[config.mk]
export PLATFORM = sky130hd
export DESIGN_NAME = shift_ex_stage
export DESIGN_NICKNAME = d
export VERILOG_FILES = /design/src/rtl/shift_pkg.sv /design/src/rtl/shift_ex_stage_shifter.sv /design/src/rtl/shift_ex_stage.sv
export SDC_FILE = /design/constraint.sdc
export NUM_CORES = 1
export LEC_CHECK = 0
export CORE_UTILIZATION = 40
export DETAILED_ROUTE_END_ITERATION = 8
export DONT_BUFFER_PORTS = 1
export SLEW_MARGIN = 20
export SYNTH_ARGS = -nofsm -noshare
export SYNTH_HDL_FRONTEND = slang
export SYNTH_SLANG_ARGS = --single-unit
[constraint.sdc]
create_clock -name clk -period 4.1 [get_ports clk]
set_input_delay 0.615 -clock clk [delete_from_list [all_inputs] [get_ports clk]]
set_output_delay 0.615 -clock clk [all_outputs]
set_load 0.02 [all_outputs]
[src/rtl/shift_pkg.sv]
// -----------------------------------------------------------------------------
// shift_pkg
// Shared definitions for the shift datapath, used by decode, the ALU and the
// execute-stage shift pipe.
//   DATA_W        operand/result width of the Shifter core
//   AMT_W         shift-amount width
//   shift_mode_e  shift operation encoding carried on the 2-bit mode field
// -----------------------------------------------------------------------------
package shift_pkg;

    localparam int DATA_W = 16;
    localparam int AMT_W  = 4;

    typedef enum logic [1:0] {
        SHIFT_SLL  = 2'b00,   // logical left, zero fill
        SHIFT_SRA  = 2'b01,   // arithmetic right, sign fill
        SHIFT_ROR  = 2'b10,   // rotate right
        SHIFT_RSVD = 2'b11    // reserved encoding, passed through and flagged
    } shift_mode_e;

    // Only real shift operations write the Z flag; the reserved encoding
    // produces a passthrough value that must not disturb it.
    function automatic logic mode_writes_flag(input shift_mode_e mode);
        return mode != SHIFT_RSVD;
    endfunction

endpackage : shift_pkg

[src/rtl/shift_ex_stage_shifter.sv]
// -----------------------------------------------------------------------------
// shift_ex_stage_shifter
// Combinational Shifter core (the team's existing block, port names kept).
//   Shift_In   in   DATA_W  operand
//   Shift_Val  in   AMT_W   shift amount 0..DATA_W-1
//   Mode       in   2       shift_mode_e encoding
//   Shift_Out  out  DATA_W  result; amount 0 returns Shift_In in every mode,
//                           the reserved mode returns Shift_In unchanged
// -----------------------------------------------------------------------------
module shift_ex_stage_shifter
    import shift_pkg::*;
(
    input  logic [DATA_W-1:0] Shift_In,
    input  logic [AMT_W-1:0]  Shift_Val,
    input  logic [1:0]        Mode,
    output logic [DATA_W-1:0] Shift_Out
);

    // Left-shift distance for the wrapped-around part of a rotate. With an
    // amount of 0 this is DATA_W, which shifts every bit out and leaves the
    // rotate equal to the plain operand.
    logic [AMT_W:0] rot_back;

    assign rot_back = (AMT_W + 1)'(DATA_W) - {1'b0, Shift_Val};

    always_comb begin
        // NOTE: every output of a combinational block gets a value before the
        // case, so no path through it can leave a latch behind.
        Shift_Out = Shift_In;
        case (shift_mode_e'(Mode))
            SHIFT_SLL:  Shift_Out = Shift_In << Shift_Val;
            SHIFT_SRA:  Shift_Out = $unsigned($signed(Shift_In) >>> Shift_Val);
            SHIFT_ROR:  Shift_Out = (Shift_In >> Shift_Val) | (Shift_In << rot_back);
            default:    Shift_Out = Shift_In;
        endcase
    end

endmodule : shift_ex_stage_shifter

[src/rtl/shift_ex_stage.sv]
// -----------------------------------------------------------------------------
// shift_ex_stage
// Execute-stage shift pipe: takes shift micro-ops from decode on a valid/ready
// handshake, computes them with the Shifter core and holds the result in a
// single output register toward writeback. Also owns the Z flag for shift
// instructions and a counter of accepted, non-flushed ops.
//   clk         system clock, rising edge
//   rst         asynchronous, active-high reset
//   in_valid    decode presents an op
//   in_ready    stage can accept this cycle (!out_valid || out_ready)
//   in_mode     shift_mode_e encoding
//   in_data     source operand
//   in_amt      shift amount
//   in_dst      destination register index
//   flush       squash the held op and any incoming op
//   out_valid   registered result valid
//   out_ready   writeback accepts the result
//   out_result  registered result
//   out_dst     registered destination index
//   out_err     registered op used the reserved mode
//   flag_z      Z flag, written by accepted SLL/SRA/ROR ops
//   op_count    accepted, non-flushed ops, wraps
// DATA_W is tied to the Shifter width; other values are not supported.
// -----------------------------------------------------------------------------
module shift_ex_stage
    import shift_pkg::*;
#(
    parameter int DATA_W = shift_pkg::DATA_W,
    parameter int AMT_W  = shift_pkg::AMT_W,
    parameter int DST_W  = 4,
    parameter int CNT_W  = 16
) (
    input  logic              clk,
    input  logic              rst,
    input  logic              in_valid,
    output logic              in_ready,
    input  logic [1:0]        in_mode,
    input  logic [DATA_W-1:0] in_data,
    input  logic [AMT_W-1:0]  in_amt,
    input  logic [DST_W-1:0]  in_dst,
    input  logic              flush,
    output logic              out_valid,
    input  logic              out_ready,
    output logic [DATA_W-1:0] out_result,
    output logic [DST_W-1:0]  out_dst,
    output logic              out_err,
    output logic              flag_z,
    output logic [CNT_W-1:0]  op_count
);

    typedef enum logic {
        ST_EMPTY = 1'b0,
        ST_FULL  = 1'b1
    } stage_state_e;

    stage_state_e      state_q;
    stage_state_e      state_d;
    shift_mode_e       mode;
    logic              accept;
    logic [DATA_W-1:0] shift_res;

    assign mode = shift_mode_e'(in_mode);

    // The Shifter sees the raw decode inputs every cycle; its result is only
    // captured on accept, so garbage on idle cycles never reaches state.
    shift_ex_stage_shifter u_shifter (
        .Shift_In  (in_data),
        .Shift_Val (in_amt),
        .Mode      (in_mode),
        .Shift_Out (shift_res)
    );

    // ------------------------------------------------------------------
    // Handshake
    // ------------------------------------------------------------------
    assign out_valid = (state_q == ST_FULL);

    // Ready depends only on the output side; flush blocks the accept, not the
    // ready, so decode sees a stable ready for the whole cycle.
    assign in_ready = !out_valid || out_ready;
    assign accept   = in_valid && in_ready && !flush;

    // ------------------------------------------------------------------
    // Occupancy FSM
    // ------------------------------------------------------------------
    always_comb begin
        state_d = state_q;
        case (state_q)
            ST_EMPTY: begin
                if (accept) begin
                    state_d = ST_FULL;
                end
            end
            ST_FULL: begin
                // Flush wins over both a new accept and a stalled hold.
                if (flush) begin
                    state_d = ST_EMPTY;
                end else if (accept) begin
                    state_d = ST_FULL;
                end else if (out_ready) begin
                    state_d = ST_EMPTY;
                end
            end
            default: state_d = ST_EMPTY;
        endcase
    end

    // NOTE: sequential state uses non-blocking assignments so every register
    // samples the pre-edge values, whatever order the blocks evaluate in.
    always_ff @(posedge clk or posedge rst) begin
        if (rst) begin
            state_q <= ST_EMPTY;
        end else begin
            state_q <= state_d;
        end
    end

    // ------------------------------------------------------------------
    // Output register
    // ------------------------------------------------------------------
    // NOTE: the result fields are reset as well, because writeback and debug
    // observe them as defined zeros straight out of reset.
    // They load only on accept: a stall holds them, and a drain or flush
    // leaves the last value behind as a don't-care under out_valid=0.
    always_ff @(posedge clk or posedge rst) begin
        if (rst) begin
            out_result <= '0;
            out_dst    <= '0;
            out_err    <= 1'b0;
        end else if (accept) begin
            out_result <= shift_res;
            out_dst    <= in_dst;
            out_err    <= (mode == SHIFT_RSVD);
        end
    end

    // ------------------------------------------------------------------
    // Z flag: written at the accept edge by real shifts only, held otherwise
    // (stalls, drains, flushes and reserved-mode ops leave it alone).
    // ------------------------------------------------------------------
    always_ff @(posedge clk or posedge rst) begin
        if (rst) begin
            flag_z <= 1'b0;
        end else if (accept && mode_writes_flag(mode)) begin
            flag_z <= (shift_res == '0);
        end
    end

    // ------------------------------------------------------------------
    // Retired-op counter: every accepted op counts, reserved mode included;
    // a flushed incoming op is never accepted so it is not counted.
    // ------------------------------------------------------------------
    always_ff @(posedge clk or posedge rst) begin
        if (rst) begin
            op_count <= '0;
        end else if (accept) begin
            op_count <= op_count + CNT_W'(1);
        end
    end

endmodule : shift_ex_stage

==> flow_summary.yaml <==
drt:
  dr.pass1.iters: 8
  vias_per_cell: 6.889
  dr_total_vias: 4526
  route.detailed.drc: 0
  drtIter0Drc: 644
  wire_per_inst_um: 24.12
  antenna_left: 0
  finalWirelength_mm: 15.85
synth:
  synth_top_area_share_pct: 21.38
  syn-num-nets: 593
  syn_area_per_cell_um2: 8.153
  ys_top_cells_by_area: "dfrtp_1 (21%), mux2i_1 (9.9%), mux4_2 (8.9%), nand2_1 (7.2%), o21ai_0 (3.6%)"
  syn_area_um2: 4566
  synthFlopType: "dfrtp_1"
  ys_types: 66
  async_flop_share_pct: 100.0
  ys_seq_area_share_pct: 21.38
  ys_seq_elements: 39
  yosysTopAreaCell: "dfrtp_1"
  ys_warn_count: 0
  synth-edff-count: 0
  netlist_instances: 560
global_routing:
  grt_pass1_vias: 4293
  grt_use_total_pct: 27.32
  overflow: 0
  antenna_found_initial: 0
  grt_max_degree: 66
  grt_pass1_wl_mm: 24.55
timing:
  rsz0062_at_grt: "no"
  setup_ws_ps: 770.8
  finalCritPeriodShare_pct: 81.20
  final.setup.tns_ps: 0
  tightest_slew_ps: 932.8
  report.final.slew_viol_count: 0
  maxSlewHeadroom_pct: 36.21
  setup_violations: 0
  hold_viol_final: 0
  fin_crit_ps: 3329
  clock_skew_ps: 5.145
  fmax_ghz: 0.3004
place:
  dp_hpwl_mm: 11.32
  gp_congestion: 0.9972
  port_buffers: 0
  dp_worst_setup_slack_ps: 561.8
  dp_cells: 649
critical_path:
  crit_required_ps: 4250
  critPathLaunchType: "primary input"
  cp-end-kind: "register"
  worstPathArrival_ps: 3480
  critical_path_class: "in2reg"
  crit_fanout: 49
layout:
  drive_above_1_share_pct: 12.19
  final_nets: 549
  diodes: 0
  syn_to_final_growth_pct: 1.809
  final_cells: 657
power_and_ir_drop:
  p_per_area_nw_per_um2: 318.6
  power_frac_clock_pct: 29.4
  seqPwrFrac_pct: 39.6
  power_frac_comb_pct: 31.0
  p_leak_nw: 1.874
  peakVddDrop_mv: 0.3355
  p_sw_w: 0.0005464
  p_int_w: 0.0009344
  swShare_pct: 36.90
floorplan:
  dieArea_um2: 11850
  start_util_pct: 41.57
  fp.dieW_um: 108.8
  die_y_um: 108.8
  ioPinCount: 71
  core_um2: 10980
  rows: 38
run:
  cap_violations: 0
clock_network:
  cts-root-buf: "clkbuf_16"
  hold_buffers: 0
  tritoncts: "done"
  numClockSinks: 39
  clk_pin_slew_worst_paths_ps: 60
  numCtsBuffers: 5
  clkLatencyLatePin_ps: 270
  cts_max_level: 2
  cts-resized-gates: 0
  post-cts-setup-buffers: 0
  clock_path_buffers: 2
hold_path:
  holdCritPathClass: "in2async"
outcome:
  status: "finished clean"
==> final timing paths <==
path                                       startpoint                    endpoint  depth (start not counted)  slack (ps)
max                                         in_amt[1]          flag_z$_DFFE_PP0P_                         11         770
min reg2reg                out_result[15]$_DFFE_PP0P_  out_result[15]$_DFFE_PP0P_                          2         620
min                                               rst    op_count[11]$_DFFE_PP0P_                          1         190
max in group asynchronous                         rst   out_result[1]$_DFFE_PP0P_                          2        3200
max reg2reg                       out_valid$_DFF_PP0_          flag_z$_DFFE_PP0P_                          6        1770
min in group clk                                flush         out_valid$_DFF_PP0_                          1         400
==> power by group through the flow <==
stage	Clock (W)	Combinational [W]	Sequential, W
after detailed placement	0	0.000442	0.000595
after global routing	0.000463	0.000497	0.000599
after global placement	0	0.000443	0.000593
after floorplan	0	0.000404	0.000574
after CTS	0.000443	0.000448	0.000588
final	0.000436	0.000459	0.000586
==> worst max-delay path, cell delays in order <==
cell and delay [ps]:
clkinv_1 200, ha_1 360, xnor2_1 690, buf_4 270, mux2i_1 210, o221ai_1 180, o221a_2 320, a2111oi_2 340
nor3b_1 100, nand3_1 110, o31ai_2 80
==> metal layers <==
layer	track usage (%)	share of wire [%]	routed length, µm	vias to the layer above
met1	37.36	40	6322	2113
met3	10.52	15	2397	52
met4	10.81	3.9	612	0
met2	38.20	41	6518	366
li1	-	-	-	1995
met5	0	0	0	-
==> through the flow <==
| stage | hold slack, ps | util, % | instance area [µm²] | power, W |
|---|---|---|---|---|
| floorplan | 577.7 | - | 4566 | 0.0009785 |
| global placement | 487.3 | 40.78 | 4479 | 0.001036 |
| detailed placement | 494.2 | 40.78 | 4479 | 0.001037 |
| CTS | 196.5 | 42.32 | 4648 | 0.001480 |
| global route | 218.5 | 42.32 | 4648 | 0.001559 |
| finish | 188.2 | 42.32 | 4648 | 0.001481 |
==> layout make-up <==
class,instances,area [µm²]
fillers,1086,6335
multi-input cells,450,3223
flip-flops and latches,39,975.9
well taps,140,175.2
clock buffers,5,125.1
repair buffers,8,60.06
inverters,12,45.04
clock inverters,3,43.79
==> registers in the layout, indices dropped and copies added, names as in the netlist <==
signal / flops
flag_z: 1
op_count: 16
out_dst: 4
out_err: 1
out_result: 16
out_valid: 1
==> kinds of logic after synthesis <==
kind of cell | after synthesis | synth area share [%]
buf+inv | 71 | 8.139
simple gates | 205 | 20.42
flops | 39 | 21.38
fa+ha+maj | 2 | 0.5480
compound gates | 146 | 22.50
mux | 80 | 23.60
xor+xnor | 17 | 3.426
==> Yosys cell counts, types with 6 or more instances <==
cell and number:
buf_2 15, nand4_1 8, clkbuf_1 29, a21oi_1 19, nand3_1 19, nor3_1 16, o211ai_1 8, nor2b_1 9
o21a_1 6, nand2_1 87, a22oi_1 7, mux2i_1 45, a31oi_1 10, o221ai_1 6, a211oi_1 8, o21ai_0 33
mux4_2 18, buf_6 9, nor2_1 40, xnor2_1 11, o22ai_1 7, mux2_2 13, inv_1 9, dfrtp_1 39
==> cells in the final DEF, fill, tap and decap left out, types with 6 or more instances in the layout <==
| cell | netlist | routed |
|---|---|---|
| a21oi_1 | 19 | 19 |
| buf_4 | 5 | 8 |
| nor2_1 | 40 | 40 |
| o221ai_1 | 6 | 6 |
| mux2i_1 | 45 | 45 |
| a31oi_1 | 10 | 10 |
| o22ai_1 | 7 | 7 |
| o211ai_1 | 8 | 8 |
| xnor2_1 | 11 | 11 |
| mux2_2 | 13 | 13 |
| o21a_1 | 6 | 6 |
| a22oi_1 | 7 | 7 |
| nand3_1 | 19 | 19 |
| o21ai_0 | 33 | 33 |
| dfrtp_1 | 39 | 39 |
| nor3_1 | 16 | 16 |
| nand4_1 | 8 | 8 |
| nor2b_1 | 9 | 9 |
| mux4_2 | 18 | 18 |
| nand2_1 | 87 | 87 |
| inv_1 | 9 | 9 |
| a211oi_1 | 8 | 8 |
Note: power is estimated with default switching activity, not from simulation.
